===== config.mk =====
export PLATFORM = sky130hd
export DESIGN_NAME = sti_unpacker
export DESIGN_NICKNAME = d
export VERILOG_FILES = /design/src/rtl/sti_unpacker.sv
export SDC_FILE = /design/constraint.sdc
export NUM_CORES = 1
export LEC_CHECK = 0
export CORE_MARGIN = 2
export CORE_UTILIZATION = 45
export CTS_CLUSTER_SIZE = 8
export DETAILED_ROUTE_END_ITERATION = 8
export MAX_ROUTING_LAYER = met4
export PLACE_DENSITY = 0.75
export SKIP_LAST_GASP = 1
export SLEW_MARGIN = 10
export SYNTH_ARGS = -nofsm -noshare
export SYNTH_HDL_FRONTEND = slang
export SYNTH_SLANG_ARGS = --single-unit

===== constraint.sdc =====
create_clock -name clk -period 2.5 [get_ports clk]
set_input_delay 0.5 -clock clk [delete_from_list [all_inputs] [get_ports clk]]
set_output_delay 0.5 -clock clk [all_outputs]
set_load 0.1 [all_outputs]

===== src/rtl/sti_unpacker.sv =====
// Unpacks a 1024x16-bit bit-packed ROM image into a 128x128 byte-per-pixel RAM.
// Build option: define STI_BORDER_CLEAR_EN to force the outer pixel ring to background.
module sti_unpacker (
  input  logic        clk,
  input  logic        reset,
  input  logic        start,
  output logic        busy,
  output logic        done,
  output logic        sti_rd,
  output logic [9:0]  sti_addr,
  input  logic [15:0] sti_di,
  output logic        res_wr,
  output logic [13:0] res_addr,
  output logic [7:0]  res_do,
  output logic [14:0] fg_count
);

  // state  | meaning
  // IDLE   | waiting for start
  // RD     | ROM read strobe for current word
  // LATCH  | capture ROM word into shift register
  // WR     | write 16 pixels, one per cycle
  // DONE   | one-cycle completion pulse
  localparam logic [2:0] S_IDLE  = 3'd0;
  localparam logic [2:0] S_RD    = 3'd1;
  localparam logic [2:0] S_LATCH = 3'd2;
  localparam logic [2:0] S_WR    = 3'd3;
  localparam logic [2:0] S_DONE  = 3'd4;

  logic [2:0]  state;
  logic [9:0]  word_cnt;
  logic [3:0]  bit_idx;
  logic [15:0] shreg;
  logic        pixel;

`ifdef STI_BORDER_CLEAR_EN
  logic [6:0] row;
  logic [6:0] col;
  logic       border;

  assign row    = word_cnt[9:3];
  assign col    = {word_cnt[2:0], bit_idx};
  assign border = (row == 7'd0) || (row == 7'd127) || (col == 7'd0) || (col == 7'd127);
  assign pixel  = shreg[15] & ~border;
`else
  assign pixel  = shreg[15];
`endif

  // The shift register is consumed MSB-first, so shreg[15] is always bit (15 - bit_idx).
  always_ff @(posedge clk) begin
    if (reset) begin
      state    <= S_IDLE;
      word_cnt <= 10'd0;
      bit_idx  <= 4'd0;
      shreg    <= 16'd0;
      fg_count <= 15'd0;
    end else begin
      case (state)
        S_IDLE: begin
          if (start) begin
            state    <= S_RD;
            word_cnt <= 10'd0;
            fg_count <= 15'd0;
          end
        end
        S_RD: begin
          state <= S_LATCH;
        end
        S_LATCH: begin
          shreg   <= sti_di;
          bit_idx <= 4'd0;
          state   <= S_WR;
        end
        S_WR: begin
          shreg   <= {shreg[14:0], 1'b0};
          bit_idx <= bit_idx + 4'd1;
          if (pixel) begin
            fg_count <= fg_count + 15'd1;
          end
          if (bit_idx == 4'd15) begin
            if (word_cnt == 10'd1023) begin
              state <= S_DONE;
            end else begin
              word_cnt <= word_cnt + 10'd1;
              state    <= S_RD;
            end
          end
        end
        S_DONE: begin
          state <= S_IDLE;
        end
        default: begin
          state <= S_IDLE;
        end
      endcase
    end
  end

  assign busy     = (state != S_IDLE);
  assign done     = (state == S_DONE);
  assign sti_rd   = (state == S_RD);
  assign res_wr   = (state == S_WR);
  assign sti_addr = word_cnt;
  assign res_addr = {word_cnt, bit_idx};
  assign res_do   = {7'd0, res_wr & pixel};

endmodule


==> results.cfg, run 1 <==
[run_status]
outcome = completed

[sta]
finalHoldViolations = 0
slew-limit-headroom = 0.6350
max_freq_mhz = 434.0
setup-violations-final = 0
worst-slew-pin-transition_ns = 0.5337
final.period_utilization = 0.9217
fin_worst_skew_ns = 0.003680
grt_setup_unrepaired = no
final.setup.worst_slack_ns = 0.1957
timing.final.crit_period_ns = 2.304
final_max_slew_viol_count = 0
finalSetupTns_ns = 0

[setup_path]
timing.critical_path.fanout_max = 11
crit_required_ns = 2.00
crit_chain = nand3b_1, inv_1, and2_2, buf_12
critPathTopFamily = buffers and inverters
arrival_ns = 1.80
worstSetupEndpointType = primary output
timing.critical_path.slowest_stage_cell = sky130_fd_sc_hd__dfxtp_1
worstPathBufferInverterCount = 2
slowest_delay_ns = 0.53
cp_launch_type = flip-flop
crit_type = flip-flop to primary output

[detailed_routing]
drtIter0Drc = 90
route.final.wire_length_mm = 5.948
drtAntennaViolNets = 0
first_pass_iters = 4
drc_errors = 0
vias = 2377
route.detailed.wl_per_inst_um = 14.13
route.detailed.vias_per_inst = 5.646

[synthesis]
synth.lib_cells_used.distinct = 49
synthesis.area_um2 = 2554
syn_area_per_cell_um2 = 8.627
synthMostInstantiatedCell = sky130_fd_sc_hd__dfxtp_1
yosys-top-cells-count = sky130_fd_sc_hd__dfxtp_1, sky130_fd_sc_hd__nor2_1, sky130_fd_sc_hd__mux2i_1
dominantRegCellSynth = sky130_fd_sc_hd__dfxtp_1
postSynth.asyncResetShare = 0
post_synthesis_sequential_element_count = 48
yosys_top_cell_area_share = 0.3763
number_of_instances_in_the_synthesized_netlist = 296
synth_top_area_cell = sky130_fd_sc_hd__dfxtp_1
yosysWarningCount = 0
synth.yosys.seq_area_share = 0.3763
synth-edff-count = 0
synth_area_leaders = sky130_fd_sc_hd__dfxtp_1, sky130_fd_sc_hd__mux2i_1, sky130_fd_sc_hd__a211oi_1, sky130_fd_sc_hd__buf_4, sky130_fd_sc_hd__nor2_1

[global_route]
wire_length_of_the_first_global_routing_pass_mm = 9.749
total_global_routing_track_utilization = 0.1961
grt_start_max_net_pins = 44
grt.overflow.total = 0
via_count_of_the_first_global_routing_pass = 2175
grt_antenna_before_repair = 0

[placed_design]
place_hpwl_mm = 4.283
gp_routability_congestion = 0.8648
detailedPlace.worstSlack_ns = 0.1173
io_buffers = 62

[die]
boundaryPins = 70
die-height_um = 79.33
die_footprint_um2 = 6293
design.core.area_um2 = 5507
die_w_um = 79.33
core.rowCount = 27
floorplan.initialDensity = 0.4638

[clock_tree]
cts_tree = yes
cts_hold_buf = 0
cts_buffers = 5
cts_setup_buffers = 0
clk_pin_slew_ns = 0.08
clock-sinks = 48
clock_tree.buffer_depth = 2
skew_pair_late_insertion_delay_ns = 0.30
cts_resized = 0
clock-root-buffer = sky130_fd_sc_hd__clkbuf_8
cts-htree-levels = 2

[flow_run]
timing.max_cap.violations = 0

[layout]
areaGrowthSynthToFinish_pct = 26.70
diodes = 0
num-nets-final = 370
layout_cell_share_with_drive_strength_beyond_1 = 0.2006

[power]
irDropWorstVdd_uv = 349.7
power_per_cell_area_nw_per_um2 = 615.6
power.leakage_uw = 0.001266

[hold_path]
hold_path.class = flip-flop to flip-flop
## state kept, by name, indices dropped and copies added (netlist names)
signal    cells
bit_idx       4
shreg        16
state         3
fg_count     15
sti_addr     10
## worst register-to-register path: stages, from the launching register on
cell and delay [ns]:
sky130_fd_sc_hd__dfxtp_1 0.53, sky130_fd_sc_hd__nand3b_1 0.15, sky130_fd_sc_hd__buf_4 0.25, sky130_fd_sc_hd__nor2_1 0.45, sky130_fd_sc_hd__nor3_1 0.12, sky130_fd_sc_hd__buf_4 0.17, sky130_fd_sc_hd__a211oi_1 0.22
## cell families (layout without fill, tap and decap cells)
kind of cell             after synthesis  after routing  share of synthesized area
XOR/XNOR                               6              6                    0.02058
flip-flops                            48             48                     0.3763
AND/OR/NAND/NOR                      111            111                     0.2293
other                                  1              7                   0.001468
multiplexers                          21             21                    0.08280
AO/OA/AOI/OAI                         63             63                     0.1798
adder cells (fa/ha/maj)                3              3                    0.01470
buffers and inverters                 43             90                    0.09505
## final timing paths
kind           startpoint            to  slack, ns  cells past startpoint
min reg2reg  fg_count[14]  fg_count[14]       0.50                      2
max reg2reg      state[1]   sti_addr[4]       0.54                      6
max              state[1]     res_do[0]       0.20                      4
min          fg_count[14]  fg_count[14]       0.50                      2
## layer usage
metal | vias to the layer above | share of wire | global-route usage | routed length (um)
met1 | 1144 | 0.45 | 0.2383 | 2674
met5 | - | 0 | - | 0
met4 | 0 | 0.012 | 0.05172 | 71
met2 | 58 | 0.49 | 0.3364 | 2937
li1 | 1169 | - | - | -
met3 | 6 | 0.045 | 0.03523 | 265
## area by class of cell
| type | instances | area (um^2) |
|---|---|---|
| Clock buffer | 8 | 90.09 |
| Tap cell | 72 | 90.09 |
| Timing Repair Buffer | 74 | 663.1 |
| Multi-Input combinational cell | 211 | 1401 |
| Inverter | 8 | 30.03 |
| Sequential cell | 48 | 960.9 |
| Fill cell | 515 | 2271 |
## cell usage in the layout (no fill, tap or decap), types with 2 or more instances in the layout
cell type,count
sky130_fd_sc_hd__buf_4,51
sky130_fd_sc_hd__dfxtp_1,48
sky130_fd_sc_hd__nor2_1,34
sky130_fd_sc_hd__mux2i_1,20
sky130_fd_sc_hd__a211oi_1,19
sky130_fd_sc_hd__clkdlybuf4s50_1,18
sky130_fd_sc_hd__nand2_1,16
sky130_fd_sc_hd__a21oi_1,15
sky130_fd_sc_hd__nand3_1,11
sky130_fd_sc_hd__or3_1,9
sky130_fd_sc_hd__inv_1,8
sky130_fd_sc_hd__nand4_1,8
sky130_fd_sc_hd__conb_1,7
sky130_fd_sc_hd__xnor2_1,6
sky130_fd_sc_hd__and3_1,6
sky130_fd_sc_hd__clkbuf_8,6
sky130_fd_sc_hd__buf_12,5
sky130_fd_sc_hd__o21ai_0,4
sky130_fd_sc_hd__nor4_1,4
sky130_fd_sc_hd__and4_1,3
sky130_fd_sc_hd__or4_1,3
sky130_fd_sc_hd__o21a_1,3
sky130_fd_sc_hd__a31oi_1,3
sky130_fd_sc_hd__a22oi_1,3
sky130_fd_sc_hd__nand2b_1,3
sky130_fd_sc_hd__a2111oi_0,3
sky130_fd_sc_hd__ha_1,3
sky130_fd_sc_hd__nand3b_1,2
sky130_fd_sc_hd__o41ai_1,2
sky130_fd_sc_hd__o31ai_1,2
sky130_fd_sc_hd__clkbuf_1,2
## per-stage QoR
step / std cells / hold WS (ns) / total power (uW) / utilization / area [um^2]
after floorplan: 302 / 0.4775 / 1358 / - / 2601
after global placement: 413 / 0.4754 / 1523 / 0.5712 / 3146
after detailed placement: 413 / 0.4860 / 1534 / 0.5712 / 3146
after CTS: 421 / 0.5006 / 2008 / 0.5876 / 3236
after global routing: 421 / 0.5383 / 2085 / 0.5876 / 3236
final: 421 / 0.5006 / 1992 / 0.5876 / 3236
## report_power, final
group          switching (uW)  internal, uW
registers                43.3           826
logic                     400           247
clock network             250           226
total                     693          1300
No activity file was read; power rests on OpenSTA's default activity.
==> run 2, diff against run 1 <==
--- a/config.mk
+++ b/config.mk
@@ -5,8 +5,10 @@
 export SDC_FILE = /design/constraint.sdc
 export NUM_CORES = 1
 export LEC_CHECK = 0
+export ABC_AREA = 1
 export CORE_MARGIN = 2
 export CORE_UTILIZATION = 45
+export CTS_BUF_LIST = sky130_fd_sc_hd__clkbuf_4 sky130_fd_sc_hd__clkbuf_8
 export CTS_CLUSTER_SIZE = 8
 export DETAILED_ROUTE_END_ITERATION = 8
 export MAX_ROUTING_LAYER = met4
==> run 2 against run 1 <==
Against the previous run: routed wire length is 4.9% lower; die area is 0.33% higher; combinational power is 130% higher; sequential share of layout area is 0.69 points higher.
==> results.cfg, run 2 <==
[hold_path]
min_path_cells = 2
hold_path.class = flip-flop to flip-flop
hold_path.startpoint = shreg[4]
min_delay_worst_endpoint = shreg[4]

[synthesis]
synth-edff-count = 0
syn_area_per_cell_um2 = 6.690
postSynth.asyncResetShare = 0
post_synthesis_sequential_element_count = 48
yosys-top-cells-count = sky130_fd_sc_hd__nand2_1, sky130_fd_sc_hd__nor2_1, sky130_fd_sc_hd__dfxtp_1
synth.yosys.seq_area_share = 0.3750
synth_top_area_cell = sky130_fd_sc_hd__dfxtp_1
number_of_instances_in_the_synthesized_netlist = 383
synth_area_leaders = sky130_fd_sc_hd__dfxtp_1, sky130_fd_sc_hd__nand2_1, sky130_fd_sc_hd__nor2_1, sky130_fd_sc_hd__inv_1, sky130_fd_sc_hd__a21oi_1
dominantRegCellSynth = sky130_fd_sc_hd__dfxtp_1
yosys_top_cell_area_share = 0.3750
yosysWarningCount = 0
synthMostInstantiatedCell = sky130_fd_sc_hd__nand2_1
synth.lib_cells_used.distinct = 29
synthesis.area_um2 = 2562

[run_status]
outcome = completed

[die]
boundaryPins = 70
floorplan.initialDensity = 0.4653
design.core.area_um2 = 5507
die_footprint_um2 = 6314
die-height_um = 79.46
die_w_um = 79.46
core.rowCount = 27

[setup_path]
slowest_delay_ns = 0.67
worstSetupEndpointType = primary output
r2r_start = state[1]
timing.critical_path.slowest_stage_cell = sky130_fd_sc_hd__dfxtp_1
ff2ff_setup_slack_ns = 0.57
crit_type = flip-flop to primary output
worstPathBufferInverterCount = 2
arrival_ns = 1.63
reg2regPathDepth = 8
critPathTopFamily = flip-flops
timing.critical_path.fanout_max = 13
crit_chain = nand2_2, nor2_4, nand2_1, inv_1, buf_12
crit_required_ns = 2.00
cp_launch_type = flip-flop
rr_endpoint = sti_addr[9]

[detailed_routing]
route.detailed.vias_per_inst = 4.921
first_pass_iters = 4
route.detailed.wl_per_inst_um = 11.14
drtIter0Drc = 156
route.final.wire_length_mm = 5.658
vias = 2500
drtAntennaViolNets = 0
drc_errors = 0

[layout]
layout_cell_share_with_drive_strength_beyond_1 = 0.1720
largest_register_ffs = 16
max_flop_register = shreg
layout.cells.most_common_list = sky130_fd_sc_hd__nand2_1, sky130_fd_sc_hd__nor2_1, sky130_fd_sc_hd__dfxtp_1, sky130_fd_sc_hd__buf_4, sky130_fd_sc_hd__inv_1
diodes = 0
mostFrequentLayoutCell = sky130_fd_sc_hd__nand2_1
num-nets-final = 457
areaGrowthSynthToFinish_pct = 23.39

[placed_design]
io_buffers = 62
gp_routability_congestion = 0.8449
place_hpwl_mm = 4.169

[clock_tree]
cts_hold_buf = 0
cts_tree = yes
clock-root-buffer = sky130_fd_sc_hd__clkbuf_8
cts_resized = 0
clock_tree.buffer_depth = 2
cts_buffers = 5
skew_pair_late_insertion_delay_ns = 0.30
clk_pin_slew_ns = 0.09
cts_setup_buffers = 0
cts-htree-levels = 2
clock-sinks = 48

[sta]
final_max_slew_viol_count = 0
final.period_utilization = 0.8523
finalSetupTns_ns = 0
setup-violations-final = 0
max_freq_mhz = 469.3
slew-limit-headroom = 0.6408
grt_setup_unrepaired = no
timing.final.crit_period_ns = 2.131
finalHoldViolations = 0
worst-slew-pin-transition_ns = 0.5381
fin_hold_ws_ns = 0.4729
fin_worst_skew_ns = 0.002300

[global_route]
grt_antenna_before_repair = 0
grt.overflow.total = 0
total_global_routing_track_utilization = 0.1875
via_count_of_the_first_global_routing_pass = 2184
wire_length_of_the_first_global_routing_pass_mm = 9.508
grt_start_max_net_pins = 28

[power]
power_per_cell_area_nw_per_um2 = 935.5
power.leakage_uw = 0.001348
irDropWorstVdd_uv = 704.2

[flow_run]
timing.max_cap.violations = 0
[run 2: layout make-up]
type | count | area [um^2]
clock inverter | 2 | 10.01
fill | 546 | 2345
multi-input combinational | 266 | 1252
tap | 72 | 90.09
clock buffer | 6 | 82.58
timing repair buffer | 68 | 593.1
inverter | 46 | 172.7
sequential | 48 | 960.9
[run 2: how the worst max path moves through the flow]
stage / end / startpoint / slack, ns / depth (start not counted)
2_1_floorplan: sti_addr[2] / sti_addr[1] / 0.19 / 8
3_3_place_gp: sti_addr[0] / start / 0.54 / 6
3_5_place_dp: sti_addr[1] / start / 0.45 / 6
4_1_cts: res_do[0] / state[1] / 0.35 / 5
5_1_grt: res_do[0] / state[1] / 0.26 / 5
6_report: res_do[0] / state[1] / 0.37 / 5
[run 2: cells by family after synthesis]
logic type / count (synthesis) / share of synthesized area
AND/OR/NAND/NOR: 191 / 0.3272
buffers and inverters: 75 / 0.1470
AO/OA/AOI/OAI: 65 / 0.1348
flip-flops: 48 / 0.3750
adder cells (fa/ha/maj): 3 / 0.01465
other: 1 / 0.001463
[run 2: power breakdown]
group          total (uW)  switching, uW  leakage [uW]  internal (uW)
Combinational        1480           1110      0.000908            362
Clock                 479            258     0.0000510            221
Sequential           1000            120      0.000389            882
[run 2: metal layers]
| metal | up-vias | track usage | wire length [um] |
|---|---|---|---|
| met1 | 1122 | 0.2433 | 2739 |
| met5 | - | - | 0 |
| met2 | 64 | 0.3042 | 2601 |
| met3 | 6 | 0.02376 | 256 |
| met4 | 0 | 0.06034 | 60 |
| li1 | 1308 | - | - |
[run 2: metrics by stage]
step | total power, uW | instances | worst slack, ns | utilization | instance area (um^2)
global placement | 2473 | 500 | 0.5441 | 0.5574 | 3069
CTS | 2977 | 508 | 0.3511 | 0.5742 | 3162
global route | 3123 | 508 | 0.2631 | 0.5742 | 3162
detailed placement | 2500 | 500 | 0.4498 | 0.5574 | 3069
floorplan | 2245 | 389 | 0.1893 | - | 2590
finish | 2958 | 508 | 0.3692 | 0.5742 | 3162
[run 2: worst register-to-register path, delay by kind of cell (launching register included)]
family / cells / cell delay (ns)
simple gates: 7 / 0.94
buf+inv: 1 / 0.22
flops: 1 / 0.67
